<file path="src/rtl/multih_pkg.sv">
// Shared constants and FSM encoding for the multi-h trellis decoder blocks.
package multih_pkg;

    localparam int METRIC_W   = 8;
    localparam int MAX_STATES = 64;
    localparam int IDX_W      = 6;

    typedef enum logic [1:0] {
        ST_IDLE  = 2'd0,
        ST_FETCH = 2'd1,
        ST_DRAIN = 2'd2,
        ST_DONE  = 2'd3
    } scan_state_t;

endpackage

</file>
<file path="src/rtl/max4_signed.sv">
// Combinational signed 4-input max; ties resolve to the lowest lane.
module max4_signed #(
    parameter int W = 8
) (
    input  logic [4*W-1:0]        lanes,
    output logic [1:0]            max_lane,
    output logic signed [W-1:0]   max_val
);

    logic signed [W-1:0] lane_val [4];

    generate
        for (genvar gi = 0; gi < 4; gi++) begin : g_lane
            assign lane_val[gi] = lanes[gi*W +: W];
        end
    endgenerate

    logic                lo_sel, hi_sel;
    logic signed [W-1:0] lo_val, hi_val;

    // Strict greater-than at every stage keeps the lower lane on ties.
    always_comb begin
        lo_sel = (lane_val[1] > lane_val[0]);
        lo_val = lo_sel ? lane_val[1] : lane_val[0];
        hi_sel = (lane_val[3] > lane_val[2]);
        hi_val = hi_sel ? lane_val[3] : lane_val[2];
        if (hi_val > lo_val) begin
            max_lane = {1'b1, hi_sel};
            max_val  = hi_val;
        end else begin
            max_lane = {1'b0, lo_sel};
            max_val  = lo_val;
        end
    end

endmodule

</file>
<file path="src/rtl/multih_best_state_search.sv">
// Scans the path-metric RAM four states per cycle and reports the best state.
// Optional normalization request output is enabled with MULTIH_NORM_EN.
module multih_best_state_search
    import multih_pkg::*;
#(
    parameter int SIZE       = METRIC_W,
    parameter int NUM_STATES = MAX_STATES,
    parameter logic signed [SIZE-1:0] NORM_THRESH = SIZE'(64)
) (
    input  logic                 clk,
    input  logic                 reset_n,
    input  logic                 start,
    output logic                 rdEn,
    output logic [3:0]           rdAddr,
    input  logic [4*SIZE-1:0]    rdData,
    output logic                 busy,
    output logic                 done,
    output logic [IDX_W-1:0]     bestIndex,
    output logic [SIZE-1:0]      bestMetric
`ifdef MULTIH_NORM_EN
    ,
    output logic                 normReq,
    output logic [SIZE-1:0]      normOffset
`endif
);

    localparam int         G         = NUM_STATES / 4;
    localparam logic [3:0] LAST_ADDR = 4'(G - 1);

    scan_state_t            state_q, state_d;
    logic                   rd_en_q, rd_en_d;
    logic [3:0]             rd_addr_q, rd_addr_d;
    logic                   busy_q, busy_d;
    logic                   done_q, done_d;
    logic [IDX_W-1:0]       best_idx_q, best_idx_d;
    logic signed [SIZE-1:0] best_metric_q, best_metric_d;
    logic                   data_vld_q, data_vld_d;
    logic [3:0]             data_grp_q, data_grp_d;
    logic signed [SIZE-1:0] run_max_q, run_max_d;
    logic [IDX_W-1:0]       run_idx_q, run_idx_d;
    logic                   first_q, first_d;
    logic                   norm_req_q, norm_req_d;
    logic signed [SIZE-1:0] norm_off_q, norm_off_d;

    logic [1:0]             lane_sel;
    logic signed [SIZE-1:0] lane_max;
    logic                   cand_better;
    logic signed [SIZE-1:0] scan_max;
    logic [IDX_W-1:0]       scan_idx;

    max4_signed #(.W(SIZE)) u_max4 (
        .lanes    (rdData),
        .max_lane (lane_sel),
        .max_val  (lane_max)
    );

    // The first beat of a scan seeds the running max regardless of its value.
    always_comb begin
        cand_better = first_q || (lane_max > run_max_q);
        scan_max    = cand_better ? lane_max : run_max_q;
        scan_idx    = cand_better ? IDX_W'({data_grp_q, lane_sel}) : run_idx_q;
    end

    always_comb begin
        state_d       = state_q;
        rd_en_d       = rd_en_q;
        rd_addr_d     = rd_addr_q;
        busy_d        = busy_q;
        done_d        = 1'b0;
        best_idx_d    = best_idx_q;
        best_metric_d = best_metric_q;
        data_vld_d    = rd_en_q;
        data_grp_d    = rd_addr_q;
        run_max_d     = run_max_q;
        run_idx_d     = run_idx_q;
        first_d       = first_q;
        norm_req_d    = 1'b0;
        norm_off_d    = norm_off_q;

        if (data_vld_q) begin
            run_max_d = scan_max;
            run_idx_d = scan_idx;
            first_d   = 1'b0;
        end

        case (state_q)
            ST_IDLE: begin
                if (start) begin
                    state_d   = ST_FETCH;
                    rd_en_d   = 1'b1;
                    rd_addr_d = 4'd0;
                    busy_d    = 1'b1;
                    first_d   = 1'b1;
                end
            end
            ST_FETCH: begin
                if (rd_addr_q == LAST_ADDR) begin
                    rd_en_d = 1'b0;
                    state_d = ST_DRAIN;
                end else begin
                    rd_addr_d = rd_addr_q + 4'd1;
                end
            end
            ST_DRAIN: begin
                // Last group arrives this cycle; publish the merged result directly.
                state_d       = ST_DONE;
                done_d        = 1'b1;
                best_idx_d    = scan_idx;
                best_metric_d = scan_max;
                norm_req_d    = (scan_max >= NORM_THRESH);
                norm_off_d    = scan_max;
            end
            ST_DONE: begin
                busy_d  = 1'b0;
                state_d = ST_IDLE;
            end
            default: state_d = ST_IDLE;
        endcase
    end

    always_ff @(posedge clk or negedge reset_n) begin
        if (!reset_n) begin
            state_q       <= ST_IDLE;
            rd_en_q       <= 1'b0;
            rd_addr_q     <= 4'd0;
            busy_q        <= 1'b0;
            done_q        <= 1'b0;
            best_idx_q    <= '0;
            best_metric_q <= '0;
            data_vld_q    <= 1'b0;
            data_grp_q    <= 4'd0;
            run_max_q     <= '0;
            run_idx_q     <= '0;
            first_q       <= 1'b0;
            norm_req_q    <= 1'b0;
            norm_off_q    <= '0;
        end else begin
            state_q       <= state_d;
            rd_en_q       <= rd_en_d;
            rd_addr_q     <= rd_addr_d;
            busy_q        <= busy_d;
            done_q        <= done_d;
            best_idx_q    <= best_idx_d;
            best_metric_q <= best_metric_d;
            data_vld_q    <= data_vld_d;
            data_grp_q    <= data_grp_d;
            run_max_q     <= run_max_d;
            run_idx_q     <= run_idx_d;
            first_q       <= first_d;
            norm_req_q    <= norm_req_d;
            norm_off_q    <= norm_off_d;
        end
    end

    assign rdEn       = rd_en_q;
    assign rdAddr     = rd_addr_q;
    assign busy       = busy_q;
    assign done       = done_q;
    assign bestIndex  = best_idx_q;
    assign bestMetric = best_metric_q;

`ifdef MULTIH_NORM_EN
    assign normReq    = norm_req_q;
    assign normOffset = norm_off_q;
`else
    logic unused_norm;
    assign unused_norm = ^{norm_req_q, norm_off_q};
`endif

endmodule

</file>
<file path="config.mk">
export PLATFORM = sky130hd
export DESIGN_NAME = multih_best_state_search
export DESIGN_NICKNAME = d
export VERILOG_FILES = /design/src/rtl/multih_pkg.sv /design/src/rtl/max4_signed.sv /design/src/rtl/multih_best_state_search.sv
export SDC_FILE = /design/constraint.sdc
export NUM_CORES = 1
export LEC_CHECK = 0
export ABC_AREA = 0
export CORE_MARGIN = 4
export CORE_UTILIZATION = 58
export DETAILED_ROUTE_END_ITERATION = 8
export GPL_TIMING_DRIVEN = 0
export PLACE_DENSITY = 0.91
export SLEW_MARGIN = 25
export SYNTH_ARGS = -nofsm -noshare
export SYNTH_HDL_FRONTEND = slang
export SYNTH_SLANG_ARGS = --single-unit
</file>
<file path="constraint.sdc">
create_clock -name clk -period 7.2 [get_ports clk]
set_input_delay 2.16 -clock clk [delete_from_list [all_inputs] [get_ports clk]]
set_output_delay 2.16 -clock clk [all_outputs]
set_load 0.1 [all_outputs]
</file>
; Word level (Yosys, flattened, before mapping)
; Cells that the tools add are included.
[word_totals]
register_bits = 43
input_bits = 35
output_inout_bits = 21
word_cells = 52
[op_classes]
addsub = 1
order_cmp = 4
n_eq_ne = 7
muxes = 20
n_reduce_logical = 8
[ops]
columns = operator, n
row1 = 8-bit greater-than comparator, 4
row2 = 8-bit two-way mux, 4
row3 = 4-bit two-way mux, 2
row4 = 2-bit case mux with 4 select lines, 1
row5 = 4-bit case mux with 2 select lines, 1
row6 = 1-bit two-way mux, 6
row7 = 2-bit two-way mux, 3
row8 = 6-bit two-way mux, 1
row9 = "2-bit inequality test, second input constant", 3
row10 = 3-bit AND reduction, 2
row11 = "4-bit by 1-bit adder with 4-bit output, second input constant", 1
row12 = "2-bit equality test, second input constant", 2
row13 = "4-bit equality test, second input constant", 1
row14 = 1-bit case mux with 2 select lines, 2
row15 = 2-bit AND reduction, 2
row16 = 2-bit nonzero test, 2
row17 = "2-bit by 1-bit equality test with 1-bit output, second input constant", 1
row18 = 2-bit logical NOT, 1
row19 = 1-bit logical OR, 1

; Longest topological paths before layout
; Gate-level depths: netlist of the first run.
[logic_depth]
depth_word = 7
depth_mapped = 27

; Modules after synthesis
; Synthesis of the first run repeated with hierarchy kept, for this count alone.
[hier_totals]
hier_cells = 372
area_unflattened_um2 = 3373.2
[modules_own_cells]
columns = mod, n_inst, cells_each, area_each_um2, seq_area_each_um2
row1 = multih_best_state_search, 1, 205, 2188.3, 1076.0
row2 = max4_signed, 1, 167, 1184.9, 0.0

; Worst setup path before layout of the first run
; No wires, ideal clock.
[synth_timing]
path_type = input port to flip-flop
startpoint = input rdData[5]
endpoint = register best_idx_q[5] (netlist: bestIndex[5])
t_arrival_ns = 7.529
required_ns = 7.063
slack_ns = -0.466
cell_stages = 26
path_buffers = 2
path_cell_list = inv_1 ha_1 a21o_1 a2111oi_4 a211oi_2 nor2_1 mux2i_1 ha_1 nor2b_1 o21ai_0 nand2_1 or3_1 a221oi_2 clkbuf_1 o31a_1 nor2_1 ha_1 nor2b_1 o21a_1 o21ai_0 a21oi_1 o21a_1 nor2_1 clkbuf_1 mux2i_1 a21oi_1
[synth_between]
elab_chain_len = 7
[synth_rtl]
columns = element, line
row1 = start: declaration, multih_best_state_search.sv:15  ; input logic [4*SIZE-1:0] rdData,
row2 = 8-bit greater-than comparator, max4_signed.sv:23  ; lo_sel = (lane_val[1] > lane_val[0]);
row3 = 8-bit two-way mux *, max4_signed.sv:24  ; lo_val = lo_sel ? lane_val[1] : lane_val[0];
row4 = 8-bit greater-than comparator, max4_signed.sv:27  ; if (hi_val > lo_val) begin
row5 = 8-bit two-way mux *, max4_signed.sv:27
row6 = 8-bit greater-than comparator *, multih_best_state_search.sv:59  ; cand_better = first_q || (lane_max > run_max_q);
row7 = 1-bit logical OR *, multih_best_state_search.sv:59
row8 = 6-bit two-way mux *, multih_best_state_search.sv:61  ; scan_idx = cand_better ? IDX_W'({data_grp_q, lane_sel}) : run_idx_q;
row9 = end signal: assignment, multih_best_state_search.sv:143  ; best_idx_q <= best_idx_d;
row10 = end: declaration, multih_best_state_search.sv:35  ; logic [IDX_W-1:0] best_idx_q, best_idx_d;
; Every way passes the cells marked *; elsewhere a longest branch is shown, timed or not.
; A chain may end at the register's enable or synchronous reset.

; Worst setup path in the final report of the first run
[layout_timing]
startpoint = input rdData[22]
endpoint = register best_metric_q[7] (netlist: bestMetric[7])
[layout_between]
elab_chain_len = 7
[layout_rtl]
columns = element, line
row1 = 8-bit greater-than comparator, max4_signed.sv:25  ; hi_sel = (lane_val[3] > lane_val[2]);
row2 = 8-bit two-way mux *, max4_signed.sv:26  ; hi_val = hi_sel ? lane_val[3] : lane_val[2];
row3 = 8-bit greater-than comparator, max4_signed.sv:27
row4 = 8-bit two-way mux *, max4_signed.sv:27
row5 = 8-bit greater-than comparator, multih_best_state_search.sv:59
row6 = 1-bit logical OR, multih_best_state_search.sv:59
row7 = 8-bit two-way mux *, multih_best_state_search.sv:60  ; scan_max = cand_better ? lane_max : run_max_q;
row8 = end signal: assignment, multih_best_state_search.sv:144  ; best_metric_q <= best_metric_d;
row9 = end: declaration, multih_best_state_search.sv:36  ; logic signed [SIZE-1:0] best_metric_q, best_metric_d;
; Marked as above.

==> results of run 1 <==
## registers in the layout, summed over array words and instances (netlist names)
signal	flops
done	1
run_idx_q	6
rdAddr	4
run_max_q	8
busy	1
data_grp_q	4
state_q	2
first_q	1
rdEn	1
bestMetric	8
data_vld_q	1
bestIndex	6
## per-stage QoR
step / worst slack, ns / cells / total power [W] / utilization, % / TNS (ns)
5_1_grt: -0.666 / 542 / 0.00248 / 92.8 / -13.73
2_1_floorplan: 0.0616 / 372 / 0.00140 / - / 0
3_5_place_dp: -1.26 / 497 / 0.00172 / 73.8 / -31.70
3_3_place_gp: -1.16 / 496 / 0.00167 / 73.6 / -27.59
4_1_cts: 0.00213 / 526 / 0.00204 / 82.7 / 0
6_report: -0.324 / 542 / 0.00242 / 92.8 / -6.98
## placed cells by master (no fill, tap or decap), types with 8 or more instances in the layout
master            n
dfrtp_1          43
nand2_1          42
inv_1            35
buf_4            33
dlymetal6s2s_1   27
clkdlybuf4s50_1  21
nor2_1           19
ha_4             18
ha_1             17
a21oi_1          14
a31oi_1          13
o31ai_1          13
o21ai_0          12
nor2b_1          11
mux2i_4           8
## power groups by stage
| stage | registers, W | logic [W] | clock network, W |
|---|---|---|---|
| final | 0.000475 | 0.00174 | 0.000206 |
| after global routing | 0.000478 | 0.00180 | 0.000212 |
| after global placement | 0.000441 | 0.00123 | 0 |
| after floorplan | 0.000841 | 0.000554 | 0 |
| after detailed placement | 0.000448 | 0.00127 | 0 |
| after CTS | 0.000445 | 0.00140 | 0.000195 |
## worst max-delay path by stage
stage / start / to / slack [ns] / depth (start not counted)
3_3_place_gp: rdData[5] / run_idx_q[1] / -1.16 / 27
4_1_cts: rdData[17] / bestIndex[1] / 0.002 / 28
6_report: rdData[22] / bestMetric[7] / -0.32 / 27
5_1_grt: rdData[22] / run_max_q[6] / -0.67 / 27
2_1_floorplan: rdData[5] / run_idx_q[1] / 0.06 / 26
3_5_place_dp: rdData[5] / run_idx_q[1] / -1.26 / 26
## metal layers
metal	track usage, %	up-vias
met4	13.5	0
met5	0	-
met3	8.35	171
met1	40.7	1792
met2	55.9	458
li1	-	1532
## final cells by class
class	count	share of cell area, %
clock inverter	2	0.721
sequential	43	22.1
timing repair buffer	92	18.4
inverter	43	3.43
buffer	14	1.96
tap	70	1.80
multi-input combinational	272	49.8
clock buffer	6	1.70
## cells by family (layout without fill, tap and decap cells)
group	count (synthesis)	count (layout)	synth area share (%)
and+or+nand+nor	111	111	16.5
DFF	43	43	33.6
muxes	18	18	5.63
buffers and inverters	57	157	6.96
adders and majority gates	36	36	14.1
AOI/OAI and AO/OA	107	107	23.2
## worst max-delay path, stage by stage
cell	delay, ns
dlymetal6s2s_1	0.20
inv_1	0.13
ha_4	0.28
nand4_1	0.21
o221a_4	0.33
nor2_4	0.16
buf_6	0.18
mux2i_4	0.32
inv_1	0.10
ha_1	0.35
nand4_1	0.18
nor2_1	0.20
and3_1	0.30
clkbuf_2	0.23
buf_6	0.17
o31a_1	0.17
nor2_1	0.06
ha_1	0.32
nor2b_2	0.20
o21a_1	0.17
o21ai_1	0.08
a21oi_2	0.23
buf_4	0.17
o21ai_2	0.12
a21oi_4	0.33
o31ai_1	0.14
o21ai_0	0.21
## timing repair
action                                  in CTS  in global routing
pin swaps                                   15                 43
gates resized for setup                     42                108
endpoints found under the setup margin      28                 28
buffers inserted                            21                 16
==> impl_metrics.ini, run 1 <==
[power]
p_clk_share_pct = 8.5
pwr-share-seq_pct = 19.6
p_comb_share_pct = 71.9
peakVddDrop_mv = 0.486
powerDensity_nw_per_um2 = 499
p_int_w = 0.00105
p_leak_nw = 2.34
p_switching_w = 0.00137
switching_share_pct = 56.6

[logic_synthesis]
yosys_warnings = 0
synth_cells = 372
ys_ff_latch = 43
yosysTopAreaCell = dfrtp_1
synthArstFlopShare_pct = 100
synth_edf_count = 0
synth_area_um2 = 3200
synth_cell_types = 47
synthTopCellsByArea = dfrtp_1, ha_1, mux2i_1
synth-seq-area-share_pct = 33.6
synth_top_area_share_pct = 33.6
syn_nets = 443
avgSynthCellArea_um2 = 8.60
ys.flop_type = dfrtp_1
netlist_top_cells_count = dfrtp_1, inv_1, nand2_1

[worst_hold_path]
hold_depth = 0
hold_path_class = reg2reg
hold_end = data_vld_q
min_from = rdEn

[run]
drv_cap = 0

[setup_path]
r2r-start = run_max_q[1]
r2r_end = bestMetric[7]
worstPathRequired_ns = 7.41
cp-end-kind = flip-flop
crit_fanout = 10
start_kind = input port
criticalPathCategory = in2reg
rr_worst_depth = 11
r2r_slack_ns = 4.63
crit_arrival_ns = 7.74

[clock_tree]
h-tree-depth = 2
clk_pin_slew_ns = 0.09
clk_latency_ns = 0.32
cts.sink_count = 43
max-clock-path-buffers = 2
hold_buffers = 0
cts_root_buf = clkbuf_8
numCtsBuffers = 5
cts_tree = yes

[sta]
skew_ns = 0.0185
setup_viol = 28
slew_viol_final = 0
setup_slack_ns = -0.324
fmax_ghz = 0.133
hold_ws_ns = 0.458
worst-slew-pin-transition_ns = 1.02
min_period_ns = 7.52
period_share_pct = 105
timing_hold_violations_final = 0
maxSlewHeadroom_pct = 32.0

[finish]
antenna_cells = 0
multi_input_area_um2 = 2420
final_layout_size_suffix_gt1_share_pct = 28.6
layout.area.seq_um2 = 1080
syn_to_final_growth_pct = 51.8
final_cell_area_um2 = 4860
final.fill_count = 147
finalNetCount = 542

[route]
met3WireLength_mm = 2.05
highest_layer = met4
met2_wirelength_mm = 6.72
wire_per_inst_um = 27.5
wl_mm = 14.9
vias = 3953
drcViolationCount = 0
drt_iter0_markers = 679
wl_met1_mm = 4.79
vias_per_cell = 7.29
ant_nets = 0
drt-pass1-iter-count = 6

[grt]
grt_pass1_wl_mm = 17.1
grt_pass1_vias = 3462
antenna_found_initial = 0
grt_usage_pct = 33.3
overflow = 0
grt_max_degree = 33

[outcome]
violations = setup timing
outcome = finished, violations left

[place]
hpwl_mm = 6.19
portBuffers = 54
placed_area_um2 = 3870
gp_congestion = 0.942

[die]
fp.dieArea_um2 = 6770
initial_core_util_pct = 61.1
io_pins = 56
die_h_um = 82.3
rows = 26
core_area_um2 = 5240
die_x_um = 82.3
(Power assumes the default switching activity.)
==> run 2, diff against run 1 <==
--- a/config.mk
+++ b/config.mk
@@ -11,7 +11,6 @@
 export DETAILED_ROUTE_END_ITERATION = 8
 export GPL_TIMING_DRIVEN = 0
 export PLACE_DENSITY = 0.91
-export SLEW_MARGIN = 25
 export SYNTH_ARGS = -nofsm -noshare
 export SYNTH_HDL_FRONTEND = slang
 export SYNTH_SLANG_ARGS = --single-unit
==> impl_metrics.ini, run 2 (synthesis results as in run 1) <==
[setup_path]
start_kind = input port
crit_arrival_ns = 8.29
cpPeakStageDelay_ns = 0.34
worstPathRequired_ns = 7.40
cp-end-kind = flip-flop
criticalPathCategory = in2reg
slowest_stage = nor3_4
cp_common_cell = buf_4
crit_fanout = 8
r2r_slack_ns = 4.27

[power]
powerDensity_nw_per_um2 = 511
peakVddDrop_mv = 0.511
power_w = 0.00254
p_leak_nw = 2.39

[clock_tree]
clk_latency_ns = 0.33
cts_root_buf = clkbuf_8
clk_pin_slew_ns = 0.09
numCtsBuffers = 5
max-clock-path-buffers = 2
h-tree-depth = 2
cts_tree = yes
cts.sink_count = 43

[outcome]
violations = DRC, setup timing
outcome = finished, violations left

[route]
wl_mm = 17.2
vias_per_cell = 7.62
vias = 4231
ant_nets = 0
drt-pass1-iter-count = 9
drcViolationCount = 13
wire_per_inst_um = 31.0
drt_iter0_markers = 938

[sta]
setup_viol = 28
skew_ns = 0.0133
min_period_ns = 8.09
fin_setup_tns_ns = -19.74
maxSlewHeadroom_pct = 33.4
timing_hold_violations_final = 0
slew_viol_final = 0
worst-slew-pin-transition_ns = 0.996
setup_slack_ns = -0.892
period_share_pct = 112
fmax_ghz = 0.124

[die]
io_pins = 56
fp.dieArea_um2 = 6770
rows = 26
core_area_um2 = 5240
die_x_um = 82.3
initial_core_util_pct = 61.1
die_h_um = 82.3

[grt]
grt_usage_pct = 33.9
antenna_found_initial = 0
grt_max_degree = 36
grt_pass1_vias = 3592
overflow = 0
grt_pass1_wl_mm = 17.4

[worst_hold_path]
hold_path_class = reg2reg

[finish]
syn_to_final_growth_pct = 55.6
layout_commonest_cell = buf_4
finalNetCount = 555
utilization_pct = 95.1
final_cell_mix = buf_4, dfrtp_1, nand2_1
final_layout_size_suffix_gt1_share_pct = 33.0
antenna_cells = 0

[place]
hpwl_mm = 6.20
portBuffers = 54
pre_cts_slack_ns = -1.29
gp_congestion = 0.942

[run]
drv_cap = 0
==> run 2: cell types whose count changed in the layout (fill, tap and decap cells not counted), moves of 3 or more <==
| cell | previous run | this run |
|---|---|---|
| dlymetal6s2s_1 | 27 | 22 |
| nand2_1 | 42 | 38 |
| buf_4 | 33 | 48 |
| nand2_2 | 1 | 4 |
| nor3_1 | 7 | 4 |
==> run 2: what timing repair did <==
| action | CTS | global route |
|---|---|---|
| pin swaps | 19 | 41 |
| endpoints found under the setup margin | 28 | 28 |
| gates cloned | 0 | 2 |
| buffers inserted | 31 | 19 |
| resized for setup | 50 | 130 |
| hold buffers | 0 | 0 |
==> run 2: path summary, 6_finish.rpt <==
path,startpoint,end,cells past startpoint
setup / recovery,rdData[6],bestMetric[7],29
hold / removal,rdEn,data_vld_q,0
setup reg to reg,run_max_q[1],bestMetric[7],12
hold reg to reg,rdEn,data_vld_q,0
max in group asynchronous,reset_n,run_idx_q[1],2
min in group asynchronous,reset_n,bestMetric[4],1
==> run 2: critical path: cells and delay by family <==
family	cells	cell delay (ns)
and+or+nand+nor	8	1.72
buffers and inverters	10	1.71
AOI/OAI and AO/OA	7	1.52
adders and majority gates	3	0.98
muxes	1	0.20
==> run 2: area by class of cell <==
cell class	count	area, um2
Clock buffer	6	82.6
Fill cell	130	258
Multi-Input combinational cell	272	2460
Inverter	43	164
Tap cell	70	87.6
Clock inverter	2	16.3
Buffer	13	90.1
Timing Repair Buffer	106	1000
Sequential cell	43	1080
==> run 2: where the power goes <==
group	internal (W)	total, W	switching [W]	leakage [nW]
clock	0.0000785	0.000177	0.0000986	0.0474
combinational	0.000614	0.00188	0.00127	1.82
sequential	0.000364	0.000487	0.000122	0.522
total	0.00106	0.00254	0.00149	2.39
==> run 2: metal layers <==
layer | GRT usage (%) | routed length [um] | vias to the layer above
li1 | - | - | 1561
met1 | 41.3 | 5260 | 1879
met2 | 55.0 | 7350 | 547
met3 | 7.81 | 2580 | 244
met4 | 19.1 | 2020 | 0
met5 | 0 | 0 | -
==> run 2: stage by stage <==
step / cell area, um2 / hold slack (ns) / cells
after detailed placement: 3870 / 0.424 / 497
final: 4980 / 0.459 / 555
after CTS: 4400 / 0.449 / 535
after floorplan: 3220 / 0.438 / 372
after global placement: 3850 / 0.412 / 496
after global routing: 4980 / 0.490 / 555
